**src/rtl/cpu_pkg.sv**
```systemverilog
// rtl/cpu_pkg.sv - shared types and defaults for the data-memory arbiter
package cpu_pkg;

    localparam int AW_DEF = 16;
    localparam int DW_DEF = 16;

    typedef enum logic {
        IDLE,
        RD_WAIT
    } arb_state_t;

    typedef enum logic {
        OWN_CPU,
        OWN_DMA
    } owner_t;

endpackage

```
**src/rtl/arb_latency_tracker.sv**
```systemverilog
// rtl/arb_latency_tracker.sv - counts down the memory read latency and remembers who owns the read
module arb_latency_tracker
    import cpu_pkg::*;
#(
    parameter int RD_LAT = 1
) (
    input  logic   clk,
    input  logic   rst,
    input  logic   start,
    input  owner_t start_owner,
    output logic   done,
    output owner_t owner
);

    localparam int LW = 3;

    logic [LW-1:0] lat_cnt;

    always_ff @(posedge clk) begin
        if (rst) begin
            lat_cnt <= '0;
            owner   <= OWN_CPU;
        end else if (start) begin
            // A new issue may land on the return cycle of the previous read
            lat_cnt <= LW'(RD_LAT);
            owner   <= start_owner;
        end else if (lat_cnt != '0) begin
            lat_cnt <= lat_cnt - 1'b1;
        end
    end

    assign done = (lat_cnt == LW'(1));

endmodule

```
**src/rtl/mem_arbiter.sv**
```systemverilog
// rtl/mem_arbiter.sv - shares the data-memory port between the CPU and a DMA requester
module mem_arbiter
    import cpu_pkg::*;
#(
    parameter int AW         = AW_DEF,
    parameter int DW         = DW_DEF,
    parameter int RD_LAT     = 1,
    parameter int STARVE_MAX = 8
) (
    input  logic          clk,
    input  logic          rst,
    input  logic          cpu_read,
    input  logic          cpu_write,
    input  logic [AW-1:0] cpu_addr,
    input  logic [DW-1:0] cpu_wdata,
    output logic [DW-1:0] cpu_rdata,
    output logic          cpu_rvalid,
    output logic          cpu_stall,
    input  logic          dma_req,
    input  logic          dma_we,
    input  logic [AW-1:0] dma_addr,
    input  logic [DW-1:0] dma_wdata,
    output logic          dma_gnt,
    output logic [DW-1:0] dma_rdata,
    output logic          dma_rvalid,
    output logic [AW-1:0] mem_addr,
    output logic [DW-1:0] mem_wdata,
    output logic          mem_we,
    output logic          mem_re,
    input  logic [DW-1:0] mem_rdata
);

    localparam int SW = $clog2(STARVE_MAX + 1);

    arb_state_t    state, state_nxt;
    logic [SW-1:0] starve_cnt;
    logic [DW-1:0] cpu_rdata_q, dma_rdata_q;
    logic          lat_done;
    owner_t        owner, issue_owner;
    logic          cpu_req, cpu_ok, arb_en, dma_win, cpu_win, rd_issue;

    arb_latency_tracker #(.RD_LAT(RD_LAT)) u_tracker (
        .clk         (clk),
        .rst         (rst),
        .start       (rd_issue),
        .start_owner (issue_owner),
        .done        (lat_done),
        .owner       (owner)
    );

    always_ff @(posedge clk) begin
        if (rst) begin
            state <= IDLE;
        end else begin
            state <= state_nxt;
        end
    end

    always_comb begin
        state_nxt   = state;
        mem_addr    = '0;
        mem_wdata   = '0;
        mem_we      = 1'b0;
        mem_re      = 1'b0;
        dma_gnt     = 1'b0;
        issue_owner = OWN_CPU;
        cpu_req     = cpu_read | cpu_write;
        arb_en      = (state == IDLE) || lat_done;
        // The CPU keeps its load asserted while stalled; never issue it twice
        cpu_ok      = cpu_req && !(state == RD_WAIT && owner == OWN_CPU);
        dma_win     = arb_en && dma_req && (!cpu_ok || starve_cnt >= SW'(STARVE_MAX));
        cpu_win     = arb_en && !dma_win && cpu_ok;
        cpu_rvalid  = lat_done && (owner == OWN_CPU);
        dma_rvalid  = lat_done && (owner == OWN_DMA);

        if (dma_win) begin
            mem_addr    = dma_addr;
            mem_wdata   = dma_we ? dma_wdata : '0;
            mem_we      = dma_we;
            mem_re      = !dma_we;
            dma_gnt     = 1'b1;
            issue_owner = OWN_DMA;
        end else if (cpu_win) begin
            mem_addr  = cpu_addr;
            mem_wdata = cpu_write ? cpu_wdata : '0;
            mem_we    = cpu_write;
            mem_re    = !cpu_write;
        end

        cpu_stall = cpu_req && !((cpu_win && cpu_write) || cpu_rvalid);
        cpu_rdata = cpu_rvalid ? mem_rdata : cpu_rdata_q;
        dma_rdata = dma_rvalid ? mem_rdata : dma_rdata_q;

        if (mem_re) begin
            state_nxt = RD_WAIT;
        end else if (lat_done) begin
            state_nxt = IDLE;
        end

        // The reset cycle drops any outstanding read and issues nothing
        if (rst) begin
            mem_addr   = '0;
            mem_wdata  = '0;
            mem_we     = 1'b0;
            mem_re     = 1'b0;
            dma_gnt    = 1'b0;
            cpu_rvalid = 1'b0;
            dma_rvalid = 1'b0;
            cpu_stall  = 1'b0;
            cpu_rdata  = '0;
            dma_rdata  = '0;
        end
        rd_issue = mem_re;
    end

    always_ff @(posedge clk) begin
        if (rst) begin
            cpu_rdata_q <= '0;
            dma_rdata_q <= '0;
        end else begin
            if (cpu_rvalid) cpu_rdata_q <= mem_rdata;
            if (dma_rvalid) dma_rdata_q <= mem_rdata;
        end
    end

    always_ff @(posedge clk) begin
        if (rst || !dma_req || dma_gnt) begin
            starve_cnt <= '0;
        end else if (starve_cnt < SW'(STARVE_MAX)) begin
            starve_cnt <= starve_cnt + 1'b1;
        end
    end

endmodule

```
**config.mk**
```make
export PLATFORM = sky130hd
export DESIGN_NAME = mem_arbiter
export DESIGN_NICKNAME = d
export VERILOG_FILES = /design/src/rtl/cpu_pkg.sv /design/src/rtl/arb_latency_tracker.sv /design/src/rtl/mem_arbiter.sv
export SDC_FILE = /design/constraint.sdc
export NUM_CORES = 1
export LEC_CHECK = 0
export CAP_MARGIN = 0
export CELL_PAD_IN_SITES_DETAIL_PLACEMENT = 1
export CELL_PAD_IN_SITES_GLOBAL_PLACEMENT = 1
export CORE_MARGIN = 4
export CORE_UTILIZATION = 25
export DETAILED_ROUTE_END_ITERATION = 10
export PLACE_DENSITY_LB_ADDON = 0.3
export SETUP_SLACK_MARGIN = 0.1
export SLEW_MARGIN = 40
export SYNTH_ARGS = -nofsm -noshare
export SYNTH_HDL_FRONTEND = slang
export SYNTH_HIERARCHICAL = 1
export SYNTH_SLANG_ARGS = --single-unit
```
**constraint.sdc**
```tcl
create_clock -name clk -period 3.8 [get_ports clk]
set_clock_uncertainty 0.1 [all_clocks]
set_input_delay 1.14 -clock clk [delete_from_list [all_inputs] [get_ports clk]]
set_output_delay 1.14 -clock clk [all_outputs]
set_load 0.02 [all_outputs]
```
==> results.cfg <==
[worst_setup_path]
cp-end-kind = output pin
start_kind = primary input
crit_type = in2out
worstPathArrival_ns = 2.42
required_ns = 2.56
r2r_slack_ns = 1.34
crit_fanout = 12
r2r_cells = 10

[routing]
ant_nets = 0
drc = 0
drt-initial-drc-count = 63
drt-total-wl_um = 9700
wl_per_cell_um = 17.9
vias = 2738
drtPass1Iterations = 4
vias_per_cell = 5.04

[cts]
cts_tree = done
postCtsHoldBufs = 0
cts_num_sinks = 41
clk_latency_ns = 0.29
path_clk_slew_ns = 0.08
cts.path.max_buffers = 2
cts-root-buf = clkbuf_8
numCtsBuffers = 5
cts_max_level = 2

[synthesis]
synth_edf_count = 0
syn_area_per_cell_um2 = 9.01
synthTopCellsByArea = dfxtp_1 36%, a22o_1 12%, a32o_1 8.2%, a21oi_1 6.9%, a32o_2 6.8%
synth_top_area_frac = 0.356
ys.flop_type = dfxtp_1
synthSimpleGateAreaFrac = 0.146
ys_async_sr_fraction = 0
ys_ff_latch = 41
muxShareOfSynthArea = 0.00868
synth_xor_area_frac = 0.00759
synth_cell_type_count = 37
synthAdderAreaFrac = 0.0271
synth_common_cells = 41 x dfxtp_1, 34 x nand2_1, 32 x a21oi_1, 32 x a22o_1, 19 x a32o_1
syn_inst = 256
synth_compound_area_frac = 0.390
syn_nets = 347
synth.cell_area_um2 = 2310
yosys.area.top_type = dfxtp_1
seq_area_frac_synth = 0.356
synth_top_family_by_area = compound AO/OA/AOI/OAI gates
yosys_warnings = 6
yosysMostFrequentCell = dfxtp_1

[run]
cap_viol_max_count = 0

[finish]
antenna_cells = 0
area_delta_synth_final_pct = 85.6
nFillCells = 1054
nets = 525
ff_latch_area_um2 = 821
drive_above_1_share = 0.262
multi_input_area_um2 = 1370

[die]
fp.dieH_um = 104
core_area_um2 = 8850
die_x_um = 104
die-area_um2 = 10800
io_pins = 156
row_count = 34
start_util = 0.261

[timing]
setup_viol = 0
fmax_mhz = 273
period_needed_ns = 3.66
fin_crit_sh = 0.963
final.setup.tns_ns = 0
slew_violations = 0
maxSlewHeadroom = 0.691
hold_violations = 0
grt_setup_unrepaired = true
hold_slack_ns = 0.368
tightest_slew_ns = 0.461

[place]
gp_congestion = 0.832
io_buffers = 155
dp_hpwl_um = 7550

[min_path]
hold_path_depth = 2
hold_class = reg2reg

[grt]
grt.overflow.total = 0
grt_pass1_wl_um = 15700
grt_antenna_before_repair = 0
grt_usage = 0.175
first_global_vias = 2935
grt_max_degree = 25

[power_and_ir_drop]
vdd_drop_max_mv = 0.219
power_per_cell_area_nw_per_um2 = 418
p_leak_nw = 1.95

[status]
status = finished, final reports clean
[state kept, by name, summed over array words and instances, names as in the netlist]
register           cells
u_tracker/lat_cnt      3
dma_rdata_q           16
starve_cnt             4
state                  1
cpu_rdata_q           16
u_tracker/owner        1
[cells in the final DEF, fill, tap and decap left out, drive strengths merged, types with 2 or more instances in the layout]
cell type      count
nand2b             5
dlygate4sd2       35
inv                7
a21oi             32
and2               2
nand2             34
dfxtp             41
clkdlybuf4s15      2
and3               2
clkdlybuf4s50     82
ha                 5
buf               75
a32o              33
o311ai             2
a21boi             2
nor3               4
a22o              32
a211oi             2
nor4b              2
a31oi              3
nor2b              5
nand4              2
nor2               5
mux2i              2
clkbuf             8
[power breakdown]
part | total [mW] | switching (mW) | internal [mW]
clock | 0.366 | 0.152 | 0.214
combinational | 0.880 | 0.429 | 0.451
sequential | 0.544 | 0.0451 | 0.499
[cell type report]
| cell class | instances | area share |
|---|---|---|
| inverters | 7 | 0.00614 |
| repair buffers | 195 | 0.424 |
| clock inverters | 1 | 0.00701 |
| multi-input cells | 184 | 0.319 |
| well taps | 108 | 0.0316 |
| flip-flops and latches | 41 | 0.192 |
| clock buffers | 7 | 0.0202 |
[path summary, 6_finish.rpt]
check	start	end
worst min register to register	dma_rdata_q[4]$_SDFFE_PP0P_	dma_rdata_q[4]$_SDFFE_PP0P_
worst max register to register	u_tracker/lat_cnt[1]$_SDFFE_PP0P_	u_tracker/lat_cnt[0]$_SDFFE_PP0P_
worst max-delay path	cpu_write	dma_gnt
worst min-delay path	dma_rdata_q[4]$_SDFFE_PP0P_	dma_rdata_q[4]$_SDFFE_PP0P_
[cell families (layout without fill, tap and decap cells)]
| group | Yosys count | count (layout) |
|---|---|---|
| xor gates and xnor gates | 2 | 2 |
| and+or+nand+nor | 67 | 67 |
| AOI/OAI and AO/OA | 108 | 108 |
| buffers and inverters | 31 | 210 |
| adders and majority gates | 5 | 5 |
| DFF | 41 | 41 |
| muxes | 2 | 2 |
[repair_timing]
action	CTS	global route
cloned	2	1
endpoints found under the setup margin	69	33
setup buffers	4	0
pin swaps	9	3
gates resized for setup	225	19
[per-layer routing]
metal	wire length (um)	vias up	global-route usage
li1	-	1340	-
met1	3910	1337	0.211
met2	5360	46	0.321
met3	218	15	0.0273
met4	213	0	0.0503
met5	0	-	0
[worst max-delay path, stage by stage]
cell and delay (ns):
buf_6 0.09, or2_4 0.26, a311oi_4 0.29, buf_6 0.17
buf_6 0.15, clkdlybuf4s15_1 0.31
[metrics by stage]
step                      power, mW  instance area (um^2)  utilization  cells  setup slack [ns]
final                          1.79                  4280        0.484    543             0.141
after global routing           1.89                  4280        0.484    543            0.0966
after CTS                      1.80                  4240        0.479    542             0.101
after detailed placement       1.46                  4140        0.468    528            -0.702
after global placement         1.44                  4140        0.468    528            -0.677
after floorplan               0.997                  2310            -    256             0.178
Note: power is estimated with default switching activity, not from simulation.
